==> config.mk <==
export PLATFORM = sky130hd
export DESIGN_NAME = chess_turn_scheduler
export DESIGN_NICKNAME = d
export VERILOG_FILES = /design/src/rtl/chess_turn_scheduler.sv
export SDC_FILE = /design/constraint.sdc
export NUM_CORES = 1
export LEC_CHECK = 0
export CAP_MARGIN = 15
export CORE_ASPECT_RATIO = 1.25
export CORE_MARGIN = 3
export CORE_UTILIZATION = 55
export CTS_CLUSTER_DIAMETER = 120
export CTS_CLUSTER_SIZE = 25
export DETAILED_ROUTE_END_ITERATION = 10
export DONT_BUFFER_PORTS = 1
export PLACE_DENSITY = 0.7
export SLEW_MARGIN = 20
export SYNTH_ARGS = -nofsm -noshare
export SYNTH_HDL_FRONTEND = slang
export SYNTH_SLANG_ARGS = --single-unit
==> constraint.sdc <==
create_clock -name clock -period 7.1 [get_ports clock]
set_clock_uncertainty 0.15 [all_clocks]
set_input_delay 1.775 -clock clock [delete_from_list [all_inputs] [get_ports clock]]
set_output_delay 1.775 -clock clock [all_outputs]
set_load 0.05 [all_outputs]
==> src/rtl/chess_turn_scheduler.sv <==
// Chess game turn scheduler: tracks side to move, pause/resume, end of game,
// ply count, and a one-second prescaler for the running side's clock.
module chess_turn_scheduler #(
  parameter int unsigned TICK_DIV  = 50000000,
  parameter int unsigned PLY_WIDTH = 10
) (
  input  logic                 clock,
  input  logic                 reset,
  input  logic                 startStop,
  input  logic                 newGame,
  input  logic                 moveCommit,
  input  logic [1:0]           checkmate,
  input  logic                 whiteTimeout,
  input  logic                 blackTimeout,
  output logic                 whiteRun,
  output logic                 blackRun,
  output logic                 secTick,
  output logic                 player,
  output logic [2:0]           gameState,
  output logic [1:0]           winner,
  output logic [PLY_WIDTH-1:0] plyCount
);

  localparam int unsigned PW = $clog2(TICK_DIV);
  localparam logic [PW-1:0] PRE_MAX = PW'(TICK_DIV - 1);

  localparam logic [1:0] WIN_NONE  = 2'b00;
  localparam logic [1:0] WIN_WHITE = 2'b01;
  localparam logic [1:0] WIN_BLACK = 2'b10;

  typedef enum logic [2:0] {
    S_IDLE  = 3'd0,
    S_WHITE = 3'd1,
    S_BLACK = 3'd2,
    S_PAUSE = 3'd3,
    S_OVER  = 3'd4
  } state_e;

  state_e                  state_q, state_d;
  logic [PW-1:0]           pre_q, pre_d;
  logic [1:0]              winner_d;
  logic                    player_d;
  logic                    ply_inc;
  logic                    clear;
  logic                    side;
  logic                    game_end;
  logic [1:0]              end_winner;
  logic                    run_q, run_d;

  assign gameState = 3'(state_q);

  // Side to move: the running state, or the side saved when paused.
  assign side     = (state_q == S_BLACK) || ((state_q == S_PAUSE) && player);
  assign game_end = checkmate[0] | whiteTimeout | blackTimeout;

  always_comb begin
    end_winner = WIN_NONE;
    if (checkmate[0])                      end_winner = checkmate[1] ? WIN_BLACK : WIN_WHITE;
    else if (whiteTimeout && blackTimeout) end_winner = side ? WIN_WHITE : WIN_BLACK;
    else if (whiteTimeout)                 end_winner = WIN_BLACK;
    else if (blackTimeout)                 end_winner = WIN_WHITE;
  end

  // Next-state decode in priority order: newGame, end of game, pause, move.
  always_comb begin
    state_d  = state_q;
    winner_d = winner;
    player_d = player;
    ply_inc  = 1'b0;
    clear    = 1'b0;
    if (newGame) begin
      state_d = S_IDLE;
      clear   = 1'b1;
    end else begin
      case (state_q)
        S_IDLE: begin
          if (startStop) begin
            state_d = S_WHITE;
            clear   = 1'b1;
          end
        end
        S_WHITE, S_BLACK: begin
          if (game_end) begin
            state_d  = S_OVER;
            winner_d = end_winner;
          end else if (!startStop) begin
            state_d  = S_PAUSE;
            player_d = side;
          end else if (moveCommit) begin
            state_d  = side ? S_WHITE : S_BLACK;
            player_d = ~side;
            ply_inc  = 1'b1;
          end
        end
        S_PAUSE: begin
          if (game_end) begin
            state_d  = S_OVER;
            winner_d = end_winner;
          end else if (startStop) begin
            state_d = player ? S_BLACK : S_WHITE;
          end
        end
        S_OVER: state_d = S_OVER;
        default: begin
          state_d = S_IDLE;
          clear   = 1'b1;
        end
      endcase
    end
  end

  assign run_q = (state_q == S_WHITE) || (state_q == S_BLACK);
  assign run_d = (state_d == S_WHITE) || (state_d == S_BLACK);

  // A tick already issued at PRE_MAX still wraps when play stops, so resuming
  // never repeats it; otherwise the count freezes outside play.
  always_comb begin
    pre_d = pre_q;
    if (clear || (state_d == S_IDLE)) begin
      pre_d = '0;
    end else if (run_q) begin
      if (pre_q == PRE_MAX) pre_d = '0;
      else if (run_d)       pre_d = pre_q + PW'(1);
    end
  end

  always_ff @(posedge clock) begin
    if (reset) begin
      state_q  <= S_IDLE;
      pre_q    <= '0;
      winner   <= WIN_NONE;
      player   <= 1'b0;
      plyCount <= '0;
      whiteRun <= 1'b0;
      blackRun <= 1'b0;
      secTick  <= 1'b0;
    end else begin
      state_q  <= state_d;
      pre_q    <= pre_d;
      winner   <= clear ? WIN_NONE : winner_d;
      player   <= clear ? 1'b0 : player_d;
      if (clear)
        plyCount <= '0;
      else if (ply_inc && (plyCount != {PLY_WIDTH{1'b1}}))
        plyCount <= plyCount + PLY_WIDTH'(1);
      whiteRun <= (state_d == S_WHITE);
      blackRun <= (state_d == S_BLACK);
      secTick  <= run_d && (pre_d == PRE_MAX);
    end
  end

endmodule
== Yosys cells after proc, flatten, opt, wreduce, memory -nomap -nowiden ==
Cells that the tools add are included.

* Register bits after elaboration: 45
* Output and inout port bits: 19
* Word-level logic and storage cells: 71

* Add/subtract/negate cells: 2
* Equal/unequal tests: 10
* Multiplexer cells: 30
* Bitwise logic cells: 5
* Reductions and logical operators: 16

{| class="wikitable"
|+ Operators by type and width
! operator !! count
|-
| two-way mux 26 bit || 4
|-
| == test 26 bit (second input constant) || 2
|-
| adder 26 x 1 -> 26 bit (second input constant) || 1
|-
| two-way mux 3 bit || 7
|-
| two-way mux 2 bit || 7
|-
| case mux 3 bit (4 select lines) || 1
|-
| adder 10 x 1 -> 10 bit (second input constant) || 1
|-
| two-way mux 1 bit || 10
|-
| inequality test 10 bit (second input constant) || 1
|-
| == test 3 x 2 -> 1 bit (second input constant) || 3
|-
| == test 3 x 1 -> 1 bit (second input constant) || 2
|-
| logical NOT 3 bit || 2
|-
| logical AND 1 bit || 4
|-
| logical OR 1 bit || 4
|-
| AND reduction 4 bit || 1
|-
| OR reduction 2 bit || 2
|-
| OR reduction 4 bit || 1
|-
| == test 3 bit (second input constant) || 1
|-
| NOT 1 bit || 3
|-
| AND reduction 3 bit || 1
|-
| OR reduction 3 bit || 1
|-
| inequality test 2 x 1 -> 1 bit (second input constant) || 1
|-
| bitwise OR 1 bit || 2
|-
| case mux 1 bit (2 select lines) || 1
|}

== Logic depth before layout (Yosys ltp) ==
Gate-level depths: netlist of the first run.

* Depth in word-level cells: 17
* Gate-level depth with buffers: 9
* Mapped depth without buffers: 8

== Worst setup path after synthesis of the first run ==
Ideal clock, no wire load.

* Path kind: input to register
* Start: input startStop
* End: register secTick
* Arrival: 3.524 ns
* Required time: 6.833 ns
* Setup slack: 3.310 ns
* Cell stages on the path: 9
* Buffers on the path: 2
* Cell sequence: buf_2 -> or3b_4 -> nor4_4 -> buf_4 -> o21ai_0 -> a32o_1 -> o211a_1 -> nand4b_1 -> and4b_1

* Longest elaborated chain between the ends: 12
* Elaborated cells between the ends (all ways): 21

{| class="wikitable"
|+ RTL lines
! element !! line !! text
|-
| start: declaration || 9 || <nowiki>input logic startStop,</nowiki>
|-
| two-way mux 3 bit, on equally long branches || 99, 86 ||
|-
| two-way mux 3 bit, on equally long branches || 96, 83 ||
|-
| case mux 3 bit (4 select lines) || 75 || <nowiki>case (state_q)</nowiki>
|-
| two-way mux 3 bit || 71 || <nowiki>if (newGame) begin</nowiki>
|-
| == test 3 x 1 -> 1 bit or == test 3 x 2 -> 1 bit (tied branches) || 113 || <nowiki>assign run_d = (state_d == S_WHITE) || (state_d == S_BLACK);</nowiki>
|-
| logical OR 1 bit || 113 ||
|-
| two-way mux 26 bit || 123 || <nowiki>else if (run_d) pre_d = pre_q + PW'(1);</nowiki>
|-
| two-way mux 26 bit || 122 || <nowiki>if (pre_q == PRE_MAX) pre_d = '0;</nowiki>
|-
| two-way mux 26 bit || 121 || <nowiki>end else if (run_q) begin</nowiki>
|-
| two-way mux 26 bit || 119 || <nowiki>if (clear || (state_d == S_IDLE)) begin</nowiki>
|-
| == test 26 bit || 148 || <nowiki>secTick <= run_d && (pre_d == PRE_MAX);</nowiki>
|-
| logical AND 1 bit (*) || 148 ||
|-
| end signal: assignment || 148 ||
|-
| end: declaration || 17 || <nowiki>output logic secTick,</nowiki>
|}

Mark *: on every way between the ends. The rest lies on a longest branch, timed or not.
A chain may end at the register's enable or synchronous reset.

== Worst setup path in the final report of the first run ==
* Start: input checkmate[0]
* End: register secTick

* Longest elaborated chain between the ends: 13
* Elaborated cells between the ends (all ways): 17

{| class="wikitable"
|+ RTL lines
! element !! line !! text
|-
| start: declaration || 12 || <nowiki>input logic [1:0] checkmate,</nowiki>
|-
| bitwise OR 1 bit (*) (2 in a row) || 54 || <nowiki>assign game_end = checkmate[0] | whiteTimeout | blackTimeout;</nowiki>
|-
| two-way mux 3 bit, on equally long branches || 96, 83 ||
|-
| case mux 3 bit (4 select lines) (*) || 75 ||
|-
| two-way mux 3 bit (*) || 71 ||
|-
| == test 3 x 1 -> 1 bit or == test 3 x 2 -> 1 bit (tied branches) || 113 ||
|-
| logical OR 1 bit || 113 ||
|-
| two-way mux 26 bit || 123 ||
|-
| two-way mux 26 bit || 122 ||
|-
| two-way mux 26 bit || 121 ||
|-
| two-way mux 26 bit || 119 ||
|-
| == test 26 bit || 148 ||
|-
| logical AND 1 bit (*) || 148 ||
|}

Marked as above.

==> results of run 1 <==
-- worst max-delay path, stage by stage --
cell,delay [ps]
o32a_1,430
nor4_4,670
nand3_2,200
or3_1,390
mux2i_1,160
nand4b_1,120
and4b_1,250
-- sequential cells by signal, summed over array words and instances, names as in the netlist --
signal	cells
player	1
plyCount	10
gameState	3
winner	2
pre_q	26
secTick	1
blackRun	1
whiteRun	1
-- worst max-delay path by stage --
| stage | cells past startpoint | slack, ps | to | startpoint |
|---|---|---|---|---|
| 6_report | 7 | 3210 | secTick$_SDFF_PP0_ | checkmate[0] |
| 5_1_grt | 7 | 3050 | secTick$_SDFF_PP0_ | checkmate[0] |
| 3_3_place_gp | 6 | 2950 | secTick$_SDFF_PP0_ | checkmate[0] |
| 2_1_floorplan | 9 | 3310 | secTick$_SDFF_PP0_ | startStop |
| 4_1_cts | 7 | 3200 | secTick$_SDFF_PP0_ | checkmate[0] |
| 3_5_place_dp | 7 | 2900 | secTick$_SDFF_PP0_ | checkmate[0] |
-- metal layers --
| layer | vias to the layer above | GRT usage | share of wire |
|---|---|---|---|
| li1 | 1102 | - | - |
| met1 | 1010 | 0.252 | 0.43 |
| met2 | 43 | 0.395 | 0.51 |
| met3 | 13 | 0.0555 | 0.040 |
| met4 | 0 | 0.0872 | 0.024 |
| met5 | - | 0 | 0 |
-- final cells by class --
cell class	count	area, sq um	share of cell area
flip-flops and latches	45	901	0.332
clock buffers	5	68.8	0.0254
inverters	5	18.8	0.00693
well taps	58	72.6	0.0268
clock inverters	3	50.0	0.0185
multi-input cells	249	1580	0.584
repair buffers	2	15.0	0.00554
-- power groups by stage --
stage / Combinational, mW / Sequential [mW] / Clock (mW)
final: 0.0164 / 0.257 / 0.205
after global routing: 0.0185 / 0.257 / 0.217
after CTS: 0.0161 / 0.257 / 0.209
after detailed placement: 0.0160 / 0.263 / 0
after global placement: 0.0158 / 0.263 / 0
after floorplan: 0.0145 / 0.262 / 0
-- cells by family (layout without fill, tap and decap cells) --
kind of cell / count (synthesis) / after routing
AO/OA/AOI/OAI: 41 / 41
flip-flops: 45 / 45
adder cells (fa/ha/maj): 2 / 2
AND/OR/NAND/NOR: 169 / 169
multiplexers: 5 / 5
buffers and inverters: 19 / 15
XOR/XNOR: 32 / 32
-- synthesized netlist by cell type, types with 2 or more instances --
master and count:
and3_1 9, xnor2_1 12, dfxtp_1 45, a21oi_1 8
nand2b_1 4, nand2_1 31, nor4_1 6, ha_1 2
nor2_1 48, o31ai_1 4, o211ai_1 2, or3_1 6
inv_1 5, clkbuf_1 5, nand3_1 14, nand3b_1 2
nand3_2 2, and2_1 6, nor3b_1 2, o21ai_0 7
nand4b_1 3, nand4_1 8, a211oi_1 3, nor4_2 2
nor4b_1 2, a21o_1 2, or3b_2 2, o21a_1 2
nor3_1 8, mux2i_1 5, xor2_1 19, buf_2 7
a31oi_1 3, nor2b_1 2
==> impl_metrics.toml, run 1 <==
[outcome]
outcome = "complete, no violations"

[hold_path]
hp-class = "flop to flop"
hold_end = "pre_q[15]$_SDFF_PP0_"
hp-start = "pre_q[15]$_SDFF_PP0_"
min_path_cells = 2

[global_routing]
grt_start_max_net_pins = 24
overflow = 0
antenna_found_initial = 0
gr-usage-all-layers = 0.222
grt_pass1_wl_um = 9440
grt_pass1_vias = 2055

[logic_synthesis]
syn_nets = 324
ys_types = 59
synthAdderAreaFrac = 0.00974
ys_ff_latch = 45
synth_top_family_by_area = "simple AND/OR/NAND/NOR gates"
async_flop_share = 0
ys_seq_area_frac = 0.351
postSynthAreaPerCell_sq_um = 8.21
synthTopCellsByArea = "dfxtp_1 (35%), nor2_1 (7.0%), xor2_1 (6.5%), nand2_1 (4.5%), xnor2_1 (4.1%)"
synth_top_flop_cell = "dfxtp_1"
synth-compound-area-share = 0.110
synthMuxAreaShare = 0.0195
synth_enable_flop_cells = 0
synth_warnings = 0
yosys.area.top_type = "dfxtp_1"
syn_area_sq_um = 2570
syn_inst = 313
synth_xor_area_frac = 0.112
synthSimpleGateAreaFrac = 0.365
synth_top_cell_area_share = 0.351

[placement]
dp_hpwl_um = 4320
io_buffers = 0
post-place-ws_ps = 2900
placed_area_sq_um = 2580
dp.cells = 358
gp_congestion = 0.938

[timing]
post-route-min-period_ps = 3890
setup_viol = 0
post-route-period-util = 0.549
drv_slew = 0
setup_tns_ps = 0
hold_viol_final = 0
slew_headroom = 0.395
tightest_slew_ps = 907
fmax_mhz = 257
rsz0062_at_grt = "false"
setup_ws_ps = 3210
holdWs_ps = 400

[clocking]
post_cts_resized = 0
clockBufferDepth = 2
clk_latency_ps = 310
cts_htree_levels = 2
cts.hold.buffers_added = 0
root_buffer = "clkbuf_8"
clock_sinks = 45
cts_setup_buffers = 0
cts_made_buffers = 5
cts_tree = "done"
clkTransAtPathRegs_ps = 90

[pwr]
powerDensity_nw_per_um2 = 176
combPwrFrac = 0.034
pwr-share-seq = 0.537
p_clk_frac = 0.428
leakage_nw = 0.869
power_mw = 0.478
power.switching_mw = 0.111
swShare = 0.232
p_int_mw = 0.367
ir_drop_uv = 94.5

[setup_path]
rr_endpoint = "secTick$_SDFF_PP0_"
reg2reg_setup_slack_ps = 3800
cp_data_required_time_ps = 7210
cp-start-kind = "input port"
rr_worst_depth = 7
cp_max_fo = 12
rr_startpoint = "gameState[0]$_SDFF_PP0_"
endpoint_kind = "flop"
worstPathArrival_ps = 4000
path_class = "input port to flop"

[route]
num_vias = 2168
drt_pass1_iterations = 4
routed_wirelength_um = 5740
drc = 0
post_drt_wl_per_cell_um = 15.6
viasPerCell = 5.91
drtIter0Drc = 110
ant_nets = 0

[cells_and_area]
final_common_cell = "nor2_1"
nets = 319
layout_common_cells = "nor2_1 (48), dfxtp_1 (45), nand2_1 (31)"
utilization = 0.608
area_growth_syn_to_layout_pct = 5.45
final_area_sq_um = 2710
fillers = 426
n_antenna_cell = 0
fin_cells = 367
drive_above_1_share = 0.0809

[floorplan]
die_width_um = 67.1
core.rowCount = 27
start_util = 0.576
coreArea_sq_um = 4460
io-pin-count = 28
die_h_um = 82.4
dieArea_sq_um = 5530

[flow_run]
max_cap_violations = 0
Note: power is estimated with default switching activity, not from simulation.
==> inputs of run 2 (changes only) <==
clock period = 3.7 ns   (was 7.1 ns; I/O delays follow)
==> run 2 against run 1 <==
Setup slack got worse by 2400 ps. Core utilization up 0.28 points. Sequential share of layout area decreased by 0.15 points. Combinational power grew 110%. Via count up 3.1%. Register-to-register slack lost 2800 ps. First-iteration DRC count rose by 45%. Critical path depth unchanged. Die area is the same. Clock power is 57% higher. Critical path type unchanged.
==> impl_metrics.toml, run 2 (synthesis gave the netlist of run 1 again) <==
[clocking]
cts_tree = "done"
cts_htree_levels = 2
clockBufferDepth = 2
clk_latency_ps = 310
cts.hold.buffers_added = 0
cts_setup_buffers = 0
post_cts_resized = 0
clkTransAtPathRegs_ps = 90
root_buffer = "clkbuf_8"
cts_made_buffers = 5
clock_sinks = 45

[cells_and_area]
area_growth_syn_to_layout_pct = 5.94
nets = 324
final_area_sq_um = 2720
fillers = 430
seq_area_sq_um = 901
largest_reg_flops = 26
final_common_cell = "nor2_1"
n_antenna_cell = 0
fin_cells = 372
largest-register = "pre_q"
multiInputGateArea_sq_um = 1580
utilization = 0.611
drive_above_1_share = 0.0955
layout_common_cells = "nor2_1 (48), dfxtp_1 (45), nand2_1 (31)"

[pwr]
power_mw = 0.846
ir_drop_uv = 244
powerDensity_nw_per_um2 = 311
leakage_nw = 0.879

[floorplan]
die_h_um = 82.4
die_width_um = 67.1
core.rowCount = 27
coreArea_sq_um = 4460
start_util = 0.576
dieArea_sq_um = 5530
io-pin-count = 28

[setup_path]
cp-start-kind = "input port"
crit_slowest_cell = "nor4_4"
path_class = "input port to flop"
path_buf_inv = 0
startpoint = "checkmate[0]"
slowest_delay_ps = 460
cp_data_required_time_ps = 3800
cp_max_fo = 7
reg2reg_setup_slack_ps = 950
rr_endpoint = "secTick$_SDFF_PP0_"
worstPathArrival_ps = 2960
path_delay_family = "simple AND/OR/NAND/NOR gates"
rr_startpoint = "gameState[0]$_SDFF_PP0_"
rr_worst_depth = 7
endpoint_kind = "flop"
crit_chain = "o32a_1 > nor4_4 > nand3_2 > or3_1 > mux2i_1 > nand4b_1 > and4b_1"

[placement]
post-place-ws_ps = 561
dp.cells = 364
placed_area_sq_um = 2630
io_buffers = 0
gp_congestion = 0.955
dp_hpwl_um = 4320

[route]
drtIter0Drc = 159
ant_nets = 0
post_drt_wl_per_cell_um = 15.7
drc = 0
drt_pass1_iterations = 4
routed_wirelength_um = 5830
num_vias = 2236
viasPerCell = 6.01

[timing]
setup_ws_ps = 845
post-route-period-util = 0.772
drv_slew = 0
setup_viol = 0
setup_tns_ps = 0
rsz0062_at_grt = "false"
post-route-min-period_ps = 2860
holdWs_ps = 408
slew_headroom = 0.555
fmax_mhz = 350
tightest_slew_ps = 662
hold_viol_final = 0

[hold_path]
hp-start = "pre_q[1]$_SDFF_PP0_"
hold_end = "pre_q[1]$_SDFF_PP0_"
min_path_cells = 2
hp-class = "flop to flop"

[global_routing]
overflow = 0
grt_start_max_net_pins = 23
gr-usage-all-layers = 0.226
antenna_found_initial = 0
grt_pass1_vias = 2004
grt_pass1_wl_um = 9450

[flow_run]
max_cap_violations = 0

[outcome]
outcome = "complete, no violations"
run 2: cell count changes in the layout (fill, tap and decap cells not counted), sizes merged:
| cell | previous run | this run |
|---|---|---|
| buf | 1 | 7 |
| bufinv | 1 | 0 |
| clkbuf | 6 | 5 |
| clkinvlp | 0 | 1 |
run 2: worst register-to-register path: stages, from the launching register on:
cell      delay [ps]
dfxtp_1          640
xnor2_2          250
nor4_4           520
nand3_2          180
or3_1            390
mux2i_1          190
nand4b_1         130
and4b_1          250
run 2: cell type report:
type / instances / share of cell area
clock buffers: 5 / 0.0253
clock inverters: 3 / 0.00919
inverters: 5 / 0.00689
multi-input cells: 249 / 0.582
flip-flops and latches: 45 / 0.331
well taps: 58 / 0.0267
repair buffers: 7 / 0.0193
run 2: report_power, final:
| part | leakage, nW | switching (mW) | internal (mW) | total, mW |
|---|---|---|---|---|
| Clock | 0.0447 | 0.184 | 0.136 | 0.321 |
| Combinational | 0.472 | 0.0219 | 0.0124 | 0.0343 |
| Sequential | 0.363 | 0.00556 | 0.485 | 0.491 |
| Total | 0.879 | 0.212 | 0.634 | 0.846 |
run 2: how the worst max path moves through the flow:
stage	end	slack (ps)	cells past startpoint
after floorplan	secTick$_SDFF_PP0_	760	9
after global placement	secTick$_SDFF_PP0_	600	7
after detailed placement	secTick$_SDFF_PP0_	560	7
after CTS	secTick$_SDFF_PP0_	890	7
after global routing	secTick$_SDFF_PP0_	740	8
final	secTick$_SDFF_PP0_	840	7
run 2: per-layer routing:
layer / vias up / GRT usage / part of all wire / wire length [um]
li1: 1111 / - / - / -
met1: 1048 / 0.262 / 0.42 / 2440
met2: 57 / 0.369 / 0.49 / 2830
met3: 20 / 0.0501 / 0.052 / 305
met4: 0 / 0.148 / 0.044 / 257
met5: - / 0 / 0 / 0
